$ cat src/rtl/seven_seg_pkg.sv
// Shared types and the hex segment table for the 7-segment capture block.
// Segment patterns are active-high, bit order gfedcba.
package seven_seg_pkg;

   localparam logic [6:0] SEG_HEX [16] = '{
      7'h3F, 7'h06, 7'h5B, 7'h4F, 7'h66, 7'h6D, 7'h7D, 7'h07,
      7'h7F, 7'h6F, 7'h77, 7'h7C, 7'h39, 7'h5E, 7'h79, 7'h71
   };

   typedef enum logic [1:0] {IDLE, SETTLE, HOLD, ERR} cap_state_t;

   typedef enum logic [1:0] {AN_NONE, AN_ONE, AN_MULTI} anode_class_t;

   typedef struct packed {
      logic       hit;
      logic       blank;
      logic [3:0] nibble;
   } seg_dec_t;

   // nibble stays 0 for blank and unknown patterns, so callers can store it unconditionally
   function automatic seg_dec_t seg_decode(input logic [6:0] segs);
      seg_dec_t r;
      r       = '0;
      r.blank = (segs == 7'h00);
      for (int i = 0; i < 16; i++) begin
         if (segs == SEG_HEX[i]) begin
            r.hit    = 1'b1;
            r.nibble = 4'(i);
         end
      end
      return r;
   endfunction

endpackage

$ cat src/rtl/seven_seg_decode.sv
// Combinational decode of one active-low cathode byte into hex nibble,
// blank/hit flags and the digit point.
module seven_seg_decode
   import seven_seg_pkg::*;
(
   input  logic [7:0] cathode,
   output logic       hit,
   output logic       blank,
   output logic [3:0] nibble,
   output logic       dp
);

   seg_dec_t dec;

   assign dec    = seg_decode(~cathode[6:0]);
   assign hit    = dec.hit;
   assign blank  = dec.blank;
   assign nibble = dec.nibble;
   assign dp     = ~cathode[7];

endmodule

$ cat src/rtl/seven_segment_capture.sv
// Receive side of a multiplexed 7-segment interface: waits for stable anode/cathode,
// decodes each digit and pulses frame_valid once all digits were seen. Optional input
// synchronizers are enabled by defining SEVSEG_CAP_SYNC_EN.
module seven_segment_capture
   import seven_seg_pkg::*;
#(
   parameter int NUM_SEGMENTS  = 4,
   parameter int SETTLE_CYCLES = 4
)(
   input  logic                         clk,
   input  logic                         reset,
   input  logic [NUM_SEGMENTS-1:0]      anode,
   input  logic [7:0]                   cathode,
   output logic [NUM_SEGMENTS-1:0][3:0] encoded,
   output logic [NUM_SEGMENTS-1:0]      digit_point,
   output logic [NUM_SEGMENTS-1:0]      digit_blank,
   output logic [NUM_SEGMENTS-1:0]      decode_err,
   output logic                         frame_valid,
   output logic                         anode_err
);

   localparam int IDX_W = (NUM_SEGMENTS > 1) ? $clog2(NUM_SEGMENTS) : 1;
   localparam int CNT_W = $clog2(SETTLE_CYCLES + 1);

   logic [NUM_SEGMENTS-1:0] anode_s;
   logic [7:0]              cathode_s;

`ifdef SEVSEG_CAP_SYNC_EN
   logic [NUM_SEGMENTS-1:0] anode_m;
   logic [7:0]              cathode_m;

   // Reset to all ones so the synchronizers present an idle bus
   always_ff @(posedge clk or posedge reset) begin
      if (reset) begin
         anode_m   <= '1;
         anode_s   <= '1;
         cathode_m <= '1;
         cathode_s <= '1;
      end else begin
         anode_m   <= anode;
         anode_s   <= anode_m;
         cathode_m <= cathode;
         cathode_s <= cathode_m;
      end
   end
`else
   assign anode_s   = anode;
   assign cathode_s = cathode;
`endif

   anode_class_t   an_class;
   logic [IDX_W-1:0] an_idx;

   // NOTE: every variable gets a default at the top of always_comb so no path infers a latch.
   always_comb begin
      an_class = AN_NONE;
      an_idx   = '0;
      for (int i = 0; i < NUM_SEGMENTS; i++) begin
         if (!anode_s[i]) begin
            an_class = (an_class == AN_NONE) ? AN_ONE : AN_MULTI;
            an_idx   = IDX_W'(i);
         end
      end
   end

   logic       dec_hit, dec_blank, dec_dp;
   logic [3:0] dec_nibble;

   seven_seg_decode u_decode (
      .cathode (cathode_s),
      .hit     (dec_hit),
      .blank   (dec_blank),
      .nibble  (dec_nibble),
      .dp      (dec_dp)
   );

   cap_state_t              state;
   logic [CNT_W-1:0]        cnt;
   logic [IDX_W-1:0]        lat_idx;
   logic [7:0]              lat_cathode;
   logic [NUM_SEGMENTS-1:0] seen, seen_set;
   logic                    same, start_settle, do_sample;

   assign same         = (an_idx == lat_idx) && (cathode_s == lat_cathode);
   assign start_settle = (an_class == AN_ONE) && (state == IDLE || state == ERR || !same);
   // Sample on the SETTLE_CYCLES-th consecutive cycle the digit has been stable
   assign do_sample    = (an_class == AN_ONE) &&
                         ((state == SETTLE && same && cnt == CNT_W'(SETTLE_CYCLES - 1)) ||
                          (start_settle && SETTLE_CYCLES == 1));
   assign seen_set     = seen | (NUM_SEGMENTS'(1) << an_idx);

   // NOTE: sequential state uses non-blocking assignments so all registers update from pre-edge values.
   always_ff @(posedge clk or posedge reset) begin
      if (reset) begin
         state       <= IDLE;
         cnt         <= '0;
         lat_idx     <= '0;
         lat_cathode <= '1;
         seen        <= '0;
         encoded     <= '0;
         digit_point <= '0;
         digit_blank <= '0;
         decode_err  <= '0;
         frame_valid <= 1'b0;
         anode_err   <= 1'b0;
      end else begin
         frame_valid <= 1'b0;
         anode_err   <= 1'b0;

         if (an_class == AN_MULTI) begin
            if (state != ERR) anode_err <= 1'b1;
            state <= ERR;
         end else if (an_class == AN_NONE) begin
            state <= IDLE;
         end else begin
            if (start_settle) begin
               lat_idx     <= an_idx;
               lat_cathode <= cathode_s;
            end
            if (do_sample) begin
               state <= HOLD;
            end else if (start_settle) begin
               state <= SETTLE;
               cnt   <= CNT_W'(1);
            end else if (state == SETTLE) begin
               cnt <= cnt + CNT_W'(1);
            end
         end

         if (do_sample) begin
            encoded[an_idx]     <= dec_nibble;
            digit_blank[an_idx] <= dec_blank;
            decode_err[an_idx]  <= !dec_hit && !dec_blank;
            digit_point[an_idx] <= dec_dp;
            if (&seen_set) begin
               frame_valid <= 1'b1;
               seen        <= '0;
            end else begin
               seen <= seen_set;
            end
         end
      end
   end

endmodule

$ cat config.mk
export PLATFORM = sky130hd
export DESIGN_NAME = seven_segment_capture
export DESIGN_NICKNAME = d
export VERILOG_FILES = /design/src/rtl/seven_seg_pkg.sv /design/src/rtl/seven_seg_decode.sv /design/src/rtl/seven_segment_capture.sv
export SDC_FILE = /design/constraint.sdc
export NUM_CORES = 1
export LEC_CHECK = 0
export ABC_CLOCK_PERIOD_IN_PS = 4030
export BUFFER_PORTS_ARGS = -buffer_cell sky130_fd_sc_hd__clkbuf_2
export CAP_MARGIN = 10
export CORE_MARGIN = 4
export CORE_UTILIZATION = 25
export CTS_CLUSTER_DIAMETER = 80
export DETAILED_ROUTE_END_ITERATION = 8
export GPL_TIMING_DRIVEN = 0
export SYNTH_ARGS = -nofsm -noshare
export SYNTH_HDL_FRONTEND = slang
export SYNTH_SLANG_ARGS = --single-unit
$ cat constraint.sdc
create_clock -name clk -period 4.03 [get_ports clk]
set_clock_uncertainty 0.1 [all_clocks]
set_input_delay 1.209 -clock clk [delete_from_list [all_inputs] [get_ports clk]]
set_output_delay 1.209 -clock clk [all_outputs]
set_load 0.1 [all_outputs]
==> out/summary.txt, run 1 <==
STATUS
---------------------------------------------------------------------------------
Outcome                                                                 completed

WORST SETUP PATH
---------------------------------------------------------------------------------
Critical Path Sink                                                   decode_err[3]
Startpoint of the worst setup timing path                                anode[1]
Critical path, cell by cell                                          clkbuf_2 > inv_1 > ha_1 > xnor2_1 > a32o_2 > nand3_2 > nor3_4 > mux2_2
Cell with the largest stage delay on the worst path                  sky130_fd_sc_hd__nor3_4
Worst r2r dst                                                        decode_err[3]
Logic depth of the worst path, buffers included                                 8
Critical path class                                                     in -> reg
Origin of the critical flop-to-flop path                             lat_cathode[4]
Reg2reg path depth                                                              5
Worst Path Required                                                       4.12 ns
Highest fanout seen on the critical path                                        8
Worst Setup End Kind                                                     register
Internal reg-to-reg setup slack                                           1.64 ns
Family with the most delay on the worst path                         simple AND/OR/NAND/NOR gates
Worst stage delay on the critical path                                    0.58 ns
Worst path buffer plus inverter count                                           2
Data arrival at the endpoint of the critical path                         3.39 ns
Kind of launch point of the worst setup path                           input port

STA
---------------------------------------------------------------------------------
Least-Margin Pin Slew                                                    0.620 ns
RSZ-0062 raised after global routing                                        false
Worst slew margin relative to its limit                                     58.5%
Highest attainable clock frequency                                      0.303 GHz
Fraction of the cycle the final worst path needs                            81.8%
Final worst slack                                                        0.733 ns
Finish-stage setup viols                                                        0
Min Hold Slack                                                           0.394 ns
Slew Limit Fails                                                                0
Min cycle time layout                                                     3.30 ns
Accumulated negative setup slack                                             0 ns
Number of endpoints with negative hold slack in the final report                0

POWER AND IR DROP
---------------------------------------------------------------------------------
Maximum ir drop on the vdd rail                                            162 uV
Clock share of power                                                        31.9%
Total Power Consumption                                                   1.16 mW
Psw                                                                      0.318 mW
Combinational power share                                                   18.4%
Internal Dissipation                                                     0.839 mW
Leakage dissipation                                                       1.58 nW
Total power density per cell area                                     359 mW/mm^2
Sequential cell fraction of total power                                     49.7%
Switching fraction of total power                                           27.5%

GLOBAL ROUTING
---------------------------------------------------------------------------------
Maximum number of pins on one net before global-route repair                   42
Wire length of the first global-routing pass                              9.96 mm
Initial antenna violation count                                                 0
Number of global-route vias before repair                                    1862
Global route overflow                                                           0
Tot GR Track Use                                                            9.79%

SYNTHESIS
---------------------------------------------------------------------------------
Yosys warnings                                                                  0
Synth Area per Inst                                                    12.3 sq um
Cell area after technology mapping                                   0.00271 sq mm
Flip-flop and latch count after synthesis                                      49
Primary flip-flop cell chosen by synthesis mapping                   sky130_fd_sc_hd__dfrtp_1
Synth Instances                                                               220
Fraction of synthesis flops using an asynchronous set or reset pin           100%
Sequential-to-total area share from yosys stat                              45.6%
Post-synth EDFFs                                                                0
Synthesized net count                                                         240
Count of cell types in the netlist                                             55

FLOORPLAN
---------------------------------------------------------------------------------
Overall die area                                                     0.0126 sq mm
IO Count                                                                       44
Initial core utilization                                                    25.9%
# rows                                                                         37
Die Y                                                                      112 um
Chip Width                                                                 112 um
CORE AREA                                                            0.0105 sq mm

DETAILED ROUTING
---------------------------------------------------------------------------------
DR pass1 iterations                                                             4
Number of nets still failing antenna checks after routing                       0
Mean number of vias per cell                                                 4.54
Average routed wire per standard cell                                     14.6 um
Count of unresolved DRC violations after routing                                0
WL final                                                                  5.91 mm
Iteration-0 DRC count of the detailed router                                  138
Routed vias                                                                  1844

CLOCKING
---------------------------------------------------------------------------------
Clock network latency to the later pin of the worst-skew pair             0.30 ns
Hold buffer count at cts                                                        0
Clock tree root buffer cell                                          sky130_fd_sc_hd__clkbuf_8
Resize count post-CTS                                                           0
Maximum buffer depth of the clock tree                                          2
TritonCTS clock tree                                                        built
Clk pin slew, worst setup/hold paths                                      0.09 ns
Post-CTS Setup Repair Bufs                                                      0
TritonCTS buffer count                                                          5
Depth of the CTS H-tree                                                         2
Number of sinks on the clock net                                               49

FINAL LAYOUT
---------------------------------------------------------------------------------
# nets final                                                                  289
Number of standard cells in the layout, taps in and fillers out               406
Final core utilization                                                      30.8%
Fraction of layout instances using a drive strength above 1                 38.1%
Area growth from synthesis to final layout                                  18.9%
Highest-count cells in the layout ignoring fill and taps             sky130_fd_sc_hd__dfrtp_1 (41), sky130_fd_sc_hd__clkbuf_2 (41), sky130_fd_sc_hd__inv_1 (14), sky130_fd_sc_hd__mux2_4 (12), sky130_fd_sc_hd__mux2_1 (12)
Filler instances                                                             1091
Post-route standard cell area excluding fillers                      0.00322 sq mm
Antenna Cells                                                                   0

MIN PATH
---------------------------------------------------------------------------------
Worst min-delay path category                                          reg -> reg

PLACED DESIGN
---------------------------------------------------------------------------------
Final weighted congestion in routability-driven placement                   0.831
Pre-CTS WS                                                               0.440 ns
HPWL reported at the end of detailed placement                            4.38 mm
Cell count after placement                                                    398
Area after DPL                                                       0.00311 sq mm
Quantity of I/O buffers inserted on ports                                      41

JOB
---------------------------------------------------------------------------------
Max-cap viol count                                                              0

## worst min-delay path by stage
stage                     startpoint         end  slack (ns)  depth (start not counted)
final                         cnt[0]      cnt[0]        0.39                          1
after global routing          cnt[0]      cnt[0]        0.43                          1
after CTS                     cnt[0]      cnt[0]        0.40                          1
after detailed placement  encoded[2]  encoded[2]        0.38                          1
after global placement        cnt[0]      cnt[0]        0.37                          1
after floorplan               cnt[0]      cnt[0]        0.36                          1
## cell type report
cell class | count | area [sq um] | area share [%]
Sequential cell | 49 | 1240 | 38.4
Clock buffer | 7 | 86.3 | 2.68
Multi-Input combinational cell | 145 | 1340 | 41.7
Buffer | 11 | 75.1 | 2.33
Clock inverter | 1 | 30.0 | 0.932
Tap cell | 136 | 170 | 5.28
Inverter | 15 | 56.3 | 1.75
Timing Repair Buffer | 42 | 225 | 6.99
## sequential cells by signal, indices dropped and copies added, names as in the netlist
register / cells
frame_valid: 1
anode_err: 1
digit_blank: 4
state: 2
decode_err: 4
seen: 4
lat_idx: 2
encoded: 16
lat_cathode: 8
cnt: 3
digit_point: 4
## worst reg2reg max path: stages, from the launching register on
cell,delay (ns)
sky130_fd_sc_hd__dfstp_2,0.55
sky130_fd_sc_hd__xor2_1,0.09
sky130_fd_sc_hd__nor4_4,0.34
sky130_fd_sc_hd__o2111ai_4,0.25
sky130_fd_sc_hd__nor3_4,0.55
sky130_fd_sc_hd__mux2_2,0.41
## metal layers
layer,global-route usage [%],up-vias,wire length (um)
li1,-,876,-
met1,13.4,907,2750
met2,15.7,54,2790
met3,2.32,7,298
met4,2.40,0,66
met5,0,-,0
## logic make-up (layout without fill, tap and decap cells)
family	count (synthesis)	in the layout	synth area share, %
simple gates	52	52	14.8
flops	49	49	45.6
mux	39	39	17.6
compound gates	37	37	10.6
buf+inv	26	76	4.85
xor+xnor	11	11	3.83
fa+ha+maj	6	6	2.77
## power by group through the flow
stage	clock network [mW]	registers (mW)	logic, mW
floorplan	0	0.591	0.161
global placement	0	0.583	0.209
detailed placement	0	0.586	0.216
CTS	0.384	0.576	0.217
global route	0.403	0.581	0.237
finish	0.369	0.575	0.213
## cells in the mapped netlist (all sizes together), types with 2 or more instances
master  number  area (sq um)
a21boi       2          15.0
a21oi        9          45.0
a22o         5          43.8
buf          7          60.1
clkbuf       4          15.0
dfrtp       41          1030
dfstp        8           210
ha           6          75.1
inv         15          56.3
mux2        33           417
mux2i        6          60.1
nand2       12          77.6
nand3        6          35.0
nand4        3          33.8
nor2        10          53.8
nor2b        3          26.3
nor3         6          41.3
nor3b        2          15.0
nor4         2          42.5
nor4b        3          41.3
o211ai       2          20.0
o21ai        8          51.3
xnor2        3          33.8
xor2         8          70.1
(Power assumes the default switching activity.)
==> inputs of run 2 (changes only) <==
ABC_AREA = 1   (was unset)
ABC_CLOCK_PERIOD_IN_PS = 3430   (was 4030)
clock period = 3.43 ns   (was 4.03 ns; I/O delays follow)
==> out/summary.txt, run 2 <==
STA
----------------------------------------------------------------------------------
Min cycle time layout                                                      2.59 ns
Slew Limit Fails                                                                 0   unchanged
Least-Margin Pin Slew                                                     0.611 ns   was 0.620 ns
Highest attainable clock frequency                                       0.386 GHz
Accumulated negative setup slack                                              0 ns   unchanged
Min Hold Slack                                                            0.386 ns   was 0.394 ns
Final worst slack                                                         0.839 ns   was 0.733 ns
Finish-stage setup viols                                                         0   unchanged
Number of endpoints with negative hold slack in the final report                 0   unchanged
Worst slew margin relative to its limit                                      58.9%   was 58.5%
RSZ-0062 raised after global routing                                         false   unchanged
Fraction of the cycle the final worst path needs                             75.5%

MIN PATH
----------------------------------------------------------------------------------
Source of the worst hold timing path                                        cnt[2]   was cnt[0]
Worst min-delay path category                                           reg -> reg   unchanged

FINAL LAYOUT
----------------------------------------------------------------------------------
Number of standard cells in the layout, taps in and fillers out                548   was 406
Fraction of layout instances using a drive strength above 1                  21.8%   was 38.1%
Area growth from synthesis to final layout                                   18.8%   was 18.9%
Most flops, register                                                       encoded   unchanged
Highest-count cells in the layout ignoring fill and taps              sky130_fd_sc_hd__nand2_1 (125), sky130_fd_sc_hd__inv_1 (48), sky130_fd_sc_hd__nor2_1 (45), sky130_fd_sc_hd__clkbuf_2 (43), sky130_fd_sc_hd__dfrtp_1 (41)   was sky130_fd_sc_hd__dfrtp_1 (41), sky130_fd_sc_hd__clkbuf_2 (41), sky130_fd_sc_hd__inv_1 (14), sky130_fd_sc_hd__mux2_4 (12), sky130_fd_sc_hd__mux2_1 (12)
Regs by FF count                                                      encoded (16), lat_cathode (8)   unchanged
Flip-flop count of the largest register, all copies and words added             16   unchanged
# nets final                                                                   431   was 289
Antenna Cells                                                                    0   unchanged
Most common cell after layout, fill and taps aside                    sky130_fd_sc_hd__nand2_1

DETAILED ROUTING
----------------------------------------------------------------------------------
Average routed wire per standard cell                                      10.9 um   was 14.6 um
Count of unresolved DRC violations after routing                                 0   unchanged
DR pass1 iterations                                                              4   unchanged
Iteration-0 DRC count of the detailed router                                   111   was 138
Mean number of vias per cell                                                  4.20   was 4.54
Routed vias                                                                   2304   was 1844
Number of nets still failing antenna checks after routing                        0   unchanged
WL final                                                                   5.95 mm   was 5.91 mm

CLOCKING
----------------------------------------------------------------------------------
Maximum buffer depth of the clock tree                                           2   unchanged
Depth of the CTS H-tree                                                          2   unchanged
Resize count post-CTS                                                            0   unchanged
Post-CTS Setup Repair Bufs                                                       0   unchanged
TritonCTS clock tree                                                         built   unchanged
Hold buffer count at cts                                                         0   unchanged
Clock network latency to the later pin of the worst-skew pair              0.30 ns   about the same
Clock tree root buffer cell                                           sky130_fd_sc_hd__clkbuf_8   unchanged
Number of sinks on the clock net                                                49   unchanged
Clk pin slew, worst setup/hold paths                                       0.10 ns   was 0.09 ns
TritonCTS buffer count                                                           5   unchanged

FLOORPLAN
----------------------------------------------------------------------------------
IO Count                                                                        44   unchanged
# rows                                                                          37   unchanged
CORE AREA                                                             0.0103 sq mm   was 0.0105 sq mm
Chip Width                                                                  111 um   was 112 um
Die Y                                                                       111 um   was 112 um
Initial core utilization                                                     25.7%   was 25.9%
Overall die area                                                      0.0123 sq mm   was 0.0126 sq mm

WORST SETUP PATH
----------------------------------------------------------------------------------
Worst Setup End Kind                                                      register   unchanged
Startpoint of the worst setup timing path                                 anode[1]   unchanged
Data arrival at the endpoint of the critical path                          2.68 ns   was 3.39 ns
Critical path class                                                      in -> reg   unchanged
Origin of the critical flop-to-flop path                              lat_cathode[1]   was lat_cathode[4]
Worst Path Required                                                        3.52 ns   was 4.12 ns
Highest fanout seen on the critical path                                        10   was 8
Kind of launch point of the worst setup path                            input port   unchanged

GLOBAL ROUTING
----------------------------------------------------------------------------------
Maximum number of pins on one net before global-route repair                    34   was 42
Number of global-route vias before repair                                     2271   was 1862
Wire length of the first global-routing pass                               10.6 mm   was 9.96 mm
Initial antenna violation count                                                  0   unchanged
Tot GR Track Use                                                             10.1%   was 9.79%
Global route overflow                                                            0   unchanged

SYNTHESIS
----------------------------------------------------------------------------------
Yosys warnings                                                                   0   unchanged
Largest cells by area after synthesis                                 sky130_fd_sc_hd__dfrtp_1 (39%), sky130_fd_sc_hd__nand2_1 (18%), sky130_fd_sc_hd__dfstp_2 (7.9%)   was sky130_fd_sc_hd__dfrtp_1 (38%), sky130_fd_sc_hd__dfstp_2 (7.8%), sky130_fd_sc_hd__mux2_4 (6.6%)
Fraction of synthesis flops using an asynchronous set or reset pin            100%   unchanged
Cell area after technology mapping                                    0.00266 sq mm   was 0.00271 sq mm
Post-synth EDFFs                                                                 0   unchanged
Top cells by instance count after synthesis                           sky130_fd_sc_hd__nand2_1 (125), sky130_fd_sc_hd__inv_1 (49), sky130_fd_sc_hd__nor2_1 (45), sky130_fd_sc_hd__dfrtp_1 (41), sky130_fd_sc_hd__o21ai_1 (16)   was sky130_fd_sc_hd__dfrtp_1 (41), sky130_fd_sc_hd__inv_1 (15), sky130_fd_sc_hd__mux2_1 (12), sky130_fd_sc_hd__mux2_4 (12), sky130_fd_sc_hd__nand2_1 (10)
Top-area cell type share of the netlist area                                 38.6%   was 37.8%
Flip-flop and latch count after synthesis                                       49   unchanged
Primary flip-flop cell chosen by synthesis mapping                    sky130_fd_sc_hd__dfrtp_1   unchanged
Synth Instances                                                                360   was 220
Library cell occupying the most area in the post-synthesis netlist    sky130_fd_sc_hd__dfrtp_1   unchanged
Count of cell types in the netlist                                              26   was 55
Synthesized net count                                                          380   was 240
Sequential-to-total area share from yosys stat                               46.5%   was 45.6%
Most repeated cell in the gate-level netlist after synthesis          sky130_fd_sc_hd__nand2_1   was sky130_fd_sc_hd__dfrtp_1
Synth Area per Inst                                                     7.38 sq um   was 12.3 sq um

POWER AND IR DROP
----------------------------------------------------------------------------------
Combinational power share                                                    20.0%   was 18.4%
Sequential cell fraction of total power                                      52.3%   was 49.7%
Psw                                                                       0.415 mW   was 0.318 mW
Maximum ir drop on the vdd rail                                             218 uV   was 162 uV
Leakage dissipation                                                        1.69 nW   was 1.58 nW
Total power density per cell area                                      410 mW/mm^2   was 359 mW/mm^2
Internal Dissipation                                                      0.878 mW   was 0.839 mW
Clock share of power                                                         27.7%   was 31.9%
Switching fraction of total power                                            32.1%   was 27.5%

PLACED DESIGN
----------------------------------------------------------------------------------
HPWL reported at the end of detailed placement                             4.86 mm   was 4.38 mm
Quantity of I/O buffers inserted on ports                                       43   was 41
Cell count after placement                                                     540   was 398
Pre-CTS WS                                                                0.483 ns   was 0.440 ns
Final weighted congestion in routability-driven placement                    0.786   was 0.831

STATUS
----------------------------------------------------------------------------------
Outcome                                                                  completed   unchanged

JOB
----------------------------------------------------------------------------------
Max-cap viol count                                                               0   unchanged

run 2: metrics by stage:
step	util [%]	cell area (sq um)	power, mW
5_1_grt	30.6	3160	1.38
4_1_cts	30.6	3160	1.31
3_5_place_dp	29.7	3060	0.951
3_3_place_gp	29.5	3040	0.936
2_1_floorplan	-	2660	0.879
6_report	30.6	3160	1.29
run 2: routing by layer:
layer / vias to the layer above / wire (um) / track usage, %
met5: - / 0 / 0
met4: 0 / 33 / 1.46
met3: 4 / 421 / 3.49
met2: 48 / 2750 / 17.4
met1: 1048 / 2750 / 12.6
li1: 1204 / - / -
run 2: cell type report:
cell class	instances	area [sq um]
multi-input combinational	250	1160
clock inverter	3	25.0
tap	136	170
clock buffer	5	68.8
fill	1103	7170
timing repair buffer	44	235
sequential	49	1240
inverter	55	206
buffer	6	51.3
run 2: worst max-delay path, cell delays in order:
cell and delay (ns):
sky130_fd_sc_hd__clkbuf_2 0.11, sky130_fd_sc_hd__inv_1 0.07, sky130_fd_sc_hd__ha_1 0.27, sky130_fd_sc_hd__inv_1 0.05, sky130_fd_sc_hd__nand2_1 0.05, sky130_fd_sc_hd__nand2_1 0.06, sky130_fd_sc_hd__nand2_1 0.09, sky130_fd_sc_hd__nand2_1 0.10
sky130_fd_sc_hd__nor2_2 0.13, sky130_fd_sc_hd__nand3_4 0.16, sky130_fd_sc_hd__nor2_2 0.21, sky130_fd_sc_hd__inv_2 0.09, sky130_fd_sc_hd__buf_6 0.15, sky130_fd_sc_hd__nand2_1 0.07, sky130_fd_sc_hd__o21ai_2 0.05
run 2: worst paths after layout:
| path | to | slack (ns) | depth (start not counted) |
|---|---|---|---|
| worst max-delay path | encoded[15] | 0.84 | 15 |
| worst min-delay path | cnt[2] | 0.39 | 2 |
| worst max register to register | encoded[15] | 1.39 | 12 |
| worst min register to register | cnt[2] | 0.39 | 2 |
| max in group asynchronous | lat_cathode[7] | 2.08 | 3 |
| min in group asynchronous | encoded[5] | 0.58 | 2 |
run 2: power by group through the flow:
stage / Clock [mW] / Sequential (mW) / Combinational, mW
floorplan: 0 / 0.702 / 0.177
global placement: 0 / 0.683 / 0.253
detailed placement: 0 / 0.687 / 0.264
CTS: 0.374 / 0.676 / 0.265
global route: 0.394 / 0.682 / 0.307
finish: 0.358 / 0.676 / 0.258
run 2: cells by family (layout without fill, tap and decap cells):
group	Yosys count	after routing	share of synthesized area, %
simple gates	205	205	32.4
buf+inv	61	113	9.70
flops	49	49	46.5
compound gates	38	38	7.96
fa+ha+maj	6	6	2.83
xor+xnor	1	1	0.613
